[config.mk]
export PLATFORM = sky130hd
export DESIGN_NAME = game_sequencer
export DESIGN_NICKNAME = d
export VERILOG_FILES = /design/src/rtl/game_sequencer.sv
export SDC_FILE = /design/constraint.sdc
export NUM_CORES = 1
export LEC_CHECK = 0
export ABC_AREA = 1
export CORE_ASPECT_RATIO = 2
export CORE_MARGIN = 5
export CORE_UTILIZATION = 46
export CTS_CLUSTER_SIZE = 8
export DETAILED_ROUTE_END_ITERATION = 8
export PLACE_DENSITY_LB_ADDON = 0.2
export SLEW_MARGIN = 20
export SYNTH_ARGS = -nofsm -noshare
export SYNTH_HDL_FRONTEND = slang
export SYNTH_SLANG_ARGS = --single-unit
[constraint.sdc]
create_clock -name ClkPort -period 2 [get_ports ClkPort]
set_input_delay 0.2 -clock ClkPort [delete_from_list [all_inputs] [get_ports ClkPort]]
set_output_delay 0.2 -clock ClkPort [all_outputs]
set_load 0.03 [all_outputs]
[src/rtl/game_sequencer.sv]
// Game-flow controller: sequences IDLE/PLAY/HIT/OVER, gates object motion per frame,
// and keeps lives, a BCD survival score and a hit counter for the display.
module game_sequencer #(
   parameter int unsigned NUM_LIVES    = 3,
   parameter int unsigned FLASH_FRAMES = 30,
   parameter int unsigned SCORE_FRAMES = 60
) (
   input  logic        ClkPort,
   input  logic        Reset,
   input  logic        start,
   input  logic        frame_tick,
   input  logic        hit,
   output logic        move_en,
   output logic        obj_rst,
   output logic        flash,
   output logic [1:0]  state,
   output logic [1:0]  lives,
   output logic [15:0] score,
   output logic [3:0]  hit_count
);

   localparam int unsigned CNT_W = 8;
   localparam logic [1:0]       LIVES_INIT = 2'(NUM_LIVES);
   localparam logic [CNT_W-1:0] FLASH_INIT = CNT_W'(FLASH_FRAMES);
   localparam logic [CNT_W-1:0] SCORE_LAST = CNT_W'(SCORE_FRAMES - 1);
   localparam logic [15:0]      SCORE_MAX  = 16'h9999;

   typedef enum logic [1:0] {
      IDLE = 2'b00,
      PLAY = 2'b01,
      HIT  = 2'b10,
      OVER = 2'b11
   } state_t;

   state_t           cur_state;
   logic [CNT_W-1:0] frame_cnt;
   logic [CNT_W-1:0] flash_cnt;
   logic             start_d;
   logic             hit_d;
   logic             start_rise;
   logic             hit_rise;

   assign start_rise = start & ~start_d;
   assign hit_rise   = hit & ~hit_d;
   assign state      = cur_state;

   // BCD increment with per-digit carry, saturating at 9999
   function automatic logic [15:0] bcd_inc(input logic [15:0] v);
      logic [15:0] r;
      logic        carry;
      r     = v;
      carry = 1'b1;
      if (v != SCORE_MAX) begin
         for (int i = 0; i < 4; i++) begin
            if (carry) begin
               if (r[i*4 +: 4] == 4'd9) begin
                  r[i*4 +: 4] = 4'd0;
               end else begin
                  r[i*4 +: 4] = r[i*4 +: 4] + 4'd1;
                  carry       = 1'b0;
               end
            end
         end
      end
      return r;
   endfunction

   always_ff @(posedge ClkPort) begin
      if (Reset) begin
         cur_state <= IDLE;
         lives     <= LIVES_INIT;
         score     <= 16'h0000;
         hit_count <= 4'd0;
         move_en   <= 1'b0;
         obj_rst   <= 1'b0;
         flash     <= 1'b0;
         frame_cnt <= '0;
         flash_cnt <= '0;
         start_d   <= 1'b0;
         hit_d     <= 1'b0;
      end else begin
         start_d <= start;
         hit_d   <= hit;
         move_en <= 1'b0;
         obj_rst <= 1'b0;
         case (cur_state)
            IDLE, OVER: begin
               flash <= 1'b0;
               if (start_rise) begin
                  cur_state <= PLAY;
                  obj_rst   <= 1'b1;
                  lives     <= LIVES_INIT;
                  score     <= 16'h0000;
                  frame_cnt <= '0;
               end
            end
            PLAY: begin
               // a hit takes priority over a coincident frame tick
               if (hit_rise) begin
                  cur_state <= HIT;
                  lives     <= lives - 2'd1;
                  hit_count <= hit_count + 4'd1;
                  flash_cnt <= FLASH_INIT;
                  flash     <= 1'b1;
               end else if (frame_tick) begin
                  move_en <= 1'b1;
                  if (frame_cnt == SCORE_LAST) begin
                     frame_cnt <= '0;
                     score     <= bcd_inc(score);
                  end else begin
                     frame_cnt <= frame_cnt + CNT_W'(1);
                  end
               end
            end
            HIT: begin
               if (frame_tick) begin
                  if (flash_cnt == CNT_W'(1)) begin
                     flash <= 1'b0;
                     if (lives == 2'd0) begin
                        cur_state <= OVER;
                     end else begin
                        cur_state <= PLAY;
                        obj_rst   <= 1'b1;
                        frame_cnt <= '0;
                     end
                  end else begin
                     flash_cnt <= flash_cnt - CNT_W'(1);
                  end
               end
            end
            default: cur_state <= IDLE;
         endcase
      end
   end

endmodule

# --- After elaboration in Yosys (flattened, before gate mapping) ---
# Index checks and enable logic that the tools add are counted.
totals:
  input_bits: 5
  out_inout_bits: 27
  regBits: 45
  word_cells: 133
classes:
  n_bitwise: 5
  add_sub_neg: 8
  reduce_logical: 16
  n_mux: 67
  eq_ne: 23
ops:
  columns: ["cell", "count"]
  rows:
  - ["two-way mux 16 bit", 5]
  - ["two-way mux 8 bit", 10]
  - ["case mux 16 bit (2 select lines)", 1]
  - ["two-way mux 1 bit", 31]
  - ["two-way mux 4 bit", 7]
  - ["inequality test 2 bit (second input constant)", 13]
  - ["case mux 8 bit (3 select lines)", 1]
  - ["AND reduction 7 bit", 3]
  - ["adder 4 x 1 -> 4 bit (second input constant)", 5]
  - ["== test 4 bit (second input constant)", 4]
  - ["inequality test 16 bit (second input constant)", 1]
  - ["case mux 8 bit (2 select lines)", 1]
  - ["two-way mux 2 bit", 7]
  - ["AND reduction 6 bit", 2]
  - ["adder 8 x 1 -> 8 bit (second input constant)", 1]
  - ["== test 8 x 1 -> 1 bit (second input constant)", 1]
  - ["== test 8 x 6 -> 1 bit (second input constant)", 1]
  - ["AND reduction 4 bit", 2]
  - ["subtractor 8 x 1 -> 8 bit (second input constant)", 1]
  - ["case mux 2 bit (3 select lines)", 1]
  - ["AND reduction 3 bit", 2]
  - ["== test 2 bit (second input constant)", 2]
  - ["zero test 2 bit", 2]
  - ["case mux 2 bit (2 select lines)", 1]
  - ["other kinds (10)", 14]

# --- Logic depth before layout (Yosys ltp) ---
logic_depth:
  ltp_word: 28
  mapped_depth: 12
  ltp_nobuf: 11

# --- Worst setup path before layout ---
# No wires, ideal clock.
synth_timing:
  kind: "reg2reg"
  start: "register cur_state[0] (netlist: state[0])"
  end: "register frame_cnt[1]"
  path_stages_with_launch: 13
  t_arrival_ns: 1.713
  path_slack_ns: 0.158
  setup_time_ns: 0.129
  cell_sequence: "dfxtp_1 > inv_1 > ha_1 > buf_6 > inv_6 > nor2_4 > nand3b_1 > nor2_2 > nand2_4 > clkinv_4 > nand2_1 > o21ai_1 > nor2_1"
synth_between:
  elab_chain_cells: 4
  elab_cells_between_ends: 13
synth_lines:
  columns: ["item", "line", "source"]
  rows:
  - ["start, declared", "35", "state_t cur_state;"]
  - ["start signal, assigned", "70", "cur_state <= IDLE;"]
  - ["start signal, assigned", "90", "cur_state <= PLAY;"]
  - ["start signal, assigned", "100", "cur_state <= HIT;"]
  - ["== test 2 bit / zero test 2 bit (equally long branches)", "86", "case (cur_state)"]
  - ["OR reduction 2 bit", "86", null]
  - ["inequality test 2 bit (no source line)", null, null]
  - ["AND reduction 6 bit (no source line)", null, null]
  - ["end signal, assigned", "111", "frame_cnt <= frame_cnt + CNT_W'(1);"]
  - ["end, declared", "36", "logic [CNT_W-1:0] frame_cnt;"]
# Several ways; a longest one is shown, not always the timed one.
# A chain may end at the register's enable or synchronous reset.

# --- Worst setup path in the final report ---
# Ends and elaborated chain as after synthesis.

==> results_dict.tcl <==
set metrics [dict create \
    status "completed" \
    crit_top_cell "nor2_4" \
    synthArstFlopShare_pct 0 \
    p_int_mw 2.789 \
    critPathRequiredTime_ps 2170 \
    rsz0062_at_grt "false" \
    dieArea_sq_um 8126 \
    die_h_um 122.6 \
    p_clk_share_pct 20.8 \
    slew_violations 0 \
    utilization_pct 56.68 \
    critPathLaunchType "register" \
    swShare_pct 45.03 \
    clock.fmax_mhz 559.6 \
    period_minus_slack_ps 1787 \
    period_share_pct 89.35 \
    crit_buf_inv 3 \
    crit_type "register to register" \
    h-tree-depth 2 \
    routed_wl_mm 6.809 \
    drtIter0Drc 99 \
    core_area_sq_um 6259 \
    synth_edf_count 0 \
    grt_pass1_vias 2758 \
    clk_pin_slew_ps 70 \
    seq_area_frac_synth_pct 30.90 \
    ys.flop_type "dfxtp_1" \
    ant_nets 0 \
    gr-usage-all-layers_pct 18.38 \
    p_leak_nw 1.535 \
    drtPass1Iterations 4 \
    antenna_found_initial 0 \
    crit_fanout 8 \
    worstReg2RegEnd "frame_cnt[1]" \
    syn_nets 450 \
    ys_warn_count 0 \
    cp_slowest_cell "dfxtp_1" \
    hp-start "hit_count[0]" \
    syn-cell-area_sq_um 2915 \
    drive_above_1_share_pct 16.20 \
    grt_pass1_wl_mm 11.83 \
    routedWlPerCell_um 12.27 \
    synthDistinctLibCells 39 \
    gp_congestion 0.8114 \
    vias 2726 \
    finalSetupViolCount 0 \
    grt.overflow.total 0 \
    dp.cells 547 \
    fin_cells 555 \
    r2r_cells 11 \
    holdCritPathClass "register to register" \
    syn_inst 429 \
    cts_made_buffers 5 \
    io_buffers 31 \
    die_w_um 66.29 \
    ir_drop_mv 0.9426 \
    critPathCaptureType "register" \
    maxCapViolCount 0 \
    hold_path_end "hit_count[0]" \
    synth_seq_cells 45 \
    io-pin-count 32 \
    num_rows 41 \
    cts_num_sinks 45 \
    cts_root_buffer "clkbuf_16" \
    power_switching_mw 2.285 \
    area_growth_pct 21.67 \
    syn_area_per_cell_sq_um 6.796 \
    pwr_density_cell_nw_per_um2 1430 \
    crit_chain "inv_1 -> ha_1 -> inv_6 -> nor2_4 -> nand3b_1 -> nor2_4 -> nand2_4 -> clkinv_4 -> nand2_1 -> o21ai_1 -> nor2_1" \
    reg2reg_from "state[0]" \
    vias_per_cell 4.912 \
    clock-skew-final_ps 6.294 \
    relSlewSlack_pct 74.19 \
    initial_core_util_pct 46.58 \
    cp_top_family "simple AND/OR/NAND/NOR gates" \
    seqPwrFrac_pct 27.1 \
    clock_path_buffers 2 \
    r2r_slack_ps 210 \
    clk_latency_ps 290 \
    antennaDiodeCount 0 \
    timing.setup.tns_ps 0 \
    cp.arrival_ps 1960 \
    nets 489 \
    route.detailed.drc 0 \
    hold_viol 0 \
    grt_start_max_net_pins 24 \
    cts_tree "done" \
    tightest_slew_ps 385.4 \
    hold_buffers 0 \
    whs_path_depth 2 \
    p_comb_share_pct 52.0 \
    dp_hpwl_mm 5.278 \
    slowest_delay_ps 400 \
]
==> stage by stage <==
step,setup slack [ps],hold WS (ps),instance area [sq um],power (mW)
2_1_floorplan,157.8,277.4,2915,3.264
3_3_place_gp,133.0,468.9,3347,3.992
3_5_place_dp,135.0,480.3,3347,4.031
4_1_cts,113.2,488.5,3537,5.118
5_1_grt,27.26,514.1,3547,5.517
6_report,213.0,487.7,3547,5.074
==> routing by layer <==
metal | share of wire (%) | track usage, % | vias to the layer above
met4 | 2.9 | 8.397 | 0
met5 | 0 | 0 | -
met1 | 37 | 17.53 | 1247
met2 | 58 | 36.28 | 43
met3 | 2.5 | 3.022 | 14
li1 | - | - | 1422
==> tightest hold or removal path, stage by stage (launching register included) <==
cell,delay [ps]
dfxtp_1,340
inv_1,60
a21oi_1,50
==> power by group through the flow <==
stage / registers (mW) / clock network [mW] / logic [mW]
after floorplan: 1.66 / 0 / 1.60
after global placement: 1.39 / 0 / 2.60
after detailed placement: 1.39 / 0 / 2.64
after CTS: 1.38 / 1.08 / 2.66
after global routing: 1.42 / 1.12 / 2.98
final: 1.38 / 1.06 / 2.64
==> layout by cell type, fill, tap and decap left out, types with 6 or more instances in the layout <==
| master | count |
|---|---|
| inv_2 | 7 |
| nor2_4 | 6 |
| buf_4 | 8 |
| nand2_1 | 97 |
| nand3_2 | 7 |
| o21ai_0 | 8 |
| nor2_1 | 69 |
| a21oi_1 | 16 |
| dfxtp_1 | 45 |
| a21oi_2 | 11 |
| clkdlybuf4s50_1 | 31 |
| nand2_2 | 14 |
| ha_1 | 15 |
| inv_1 | 53 |
| nand3_1 | 28 |
==> timing repair <==
action,in CTS,in global routing
endpoints found under the setup margin,0,20
buffers inserted,0,0
gates resized for setup,0,3
==> cells by family after synthesis <==
| logic type | share of synthesized area [%] |
|---|---|
| AND/OR/NAND/NOR | 40.39 |
| buffers and inverters | 10.04 |
| flip-flops | 30.90 |
| AO/OA/AOI/OAI | 9.399 |
| adder cells (fa/ha/maj) | 6.867 |
| XOR/XNOR | 2.404 |
==> synthesized netlist by cell type, types with 2 or more instances <==
library cell  count  area (sq um)
nand3_1          28         140.1
nand3_2           7         70.07
a21oi_2          11         96.34
nand2_2          14         87.58
xor2_1            5         43.79
xnor2_1           3         26.28
dfxtp_1          45         900.9
buf_6             2         22.52
o21ai_1           4         20.02
a21oi_1          16         80.08
nand2_4           2         22.52
nand2_1          97         364.1
nor3_1            5         25.02
nor2_2            5         31.28
nor2_4            5         56.30
nor2_1           69         259.0
o211ai_1          2         15.01
or2_1             2         12.51
nand4_1           4         25.02
inv_1            53         198.9
o21ai_0           8         40.04
buf_1             2         7.510
ha_1             16         200.2
inv_2             8         30.03
nand3b_1          2         15.01
==> how the worst max path moves through the flow <==
stage	start	end	cells after the start
5_1_grt	state[0]	frame_cnt[1]	11
4_1_cts	state[0]	score[15]	8
3_5_place_dp	state[0]	score[15]	8
3_3_place_gp	state[0]	score[15]	8
6_report	state[0]	frame_cnt[1]	11
2_1_floorplan	state[0]	frame_cnt[1]	12
==> registers in the layout, indices dropped and copies added, names as in the netlist <==
register,flops
obj_rst,1
start_d,1
score,16
frame_cnt,8
hit_d,1
lives,2
hit_count,4
state,2
move_en,1
flash_cnt,8
flash,1
==> final cells by class <==
type                    instances  area [sq um]
fillers                       612          2711
multi-input cells             314          1729
flip-flops and latches         45         900.9
repair buffers                 39         370.4
inverters                      63         249.0
clock buffers                   5         125.1
well taps                      86         107.6
clock inverters                 3         65.06
Power figures use the tool's default switching activity.
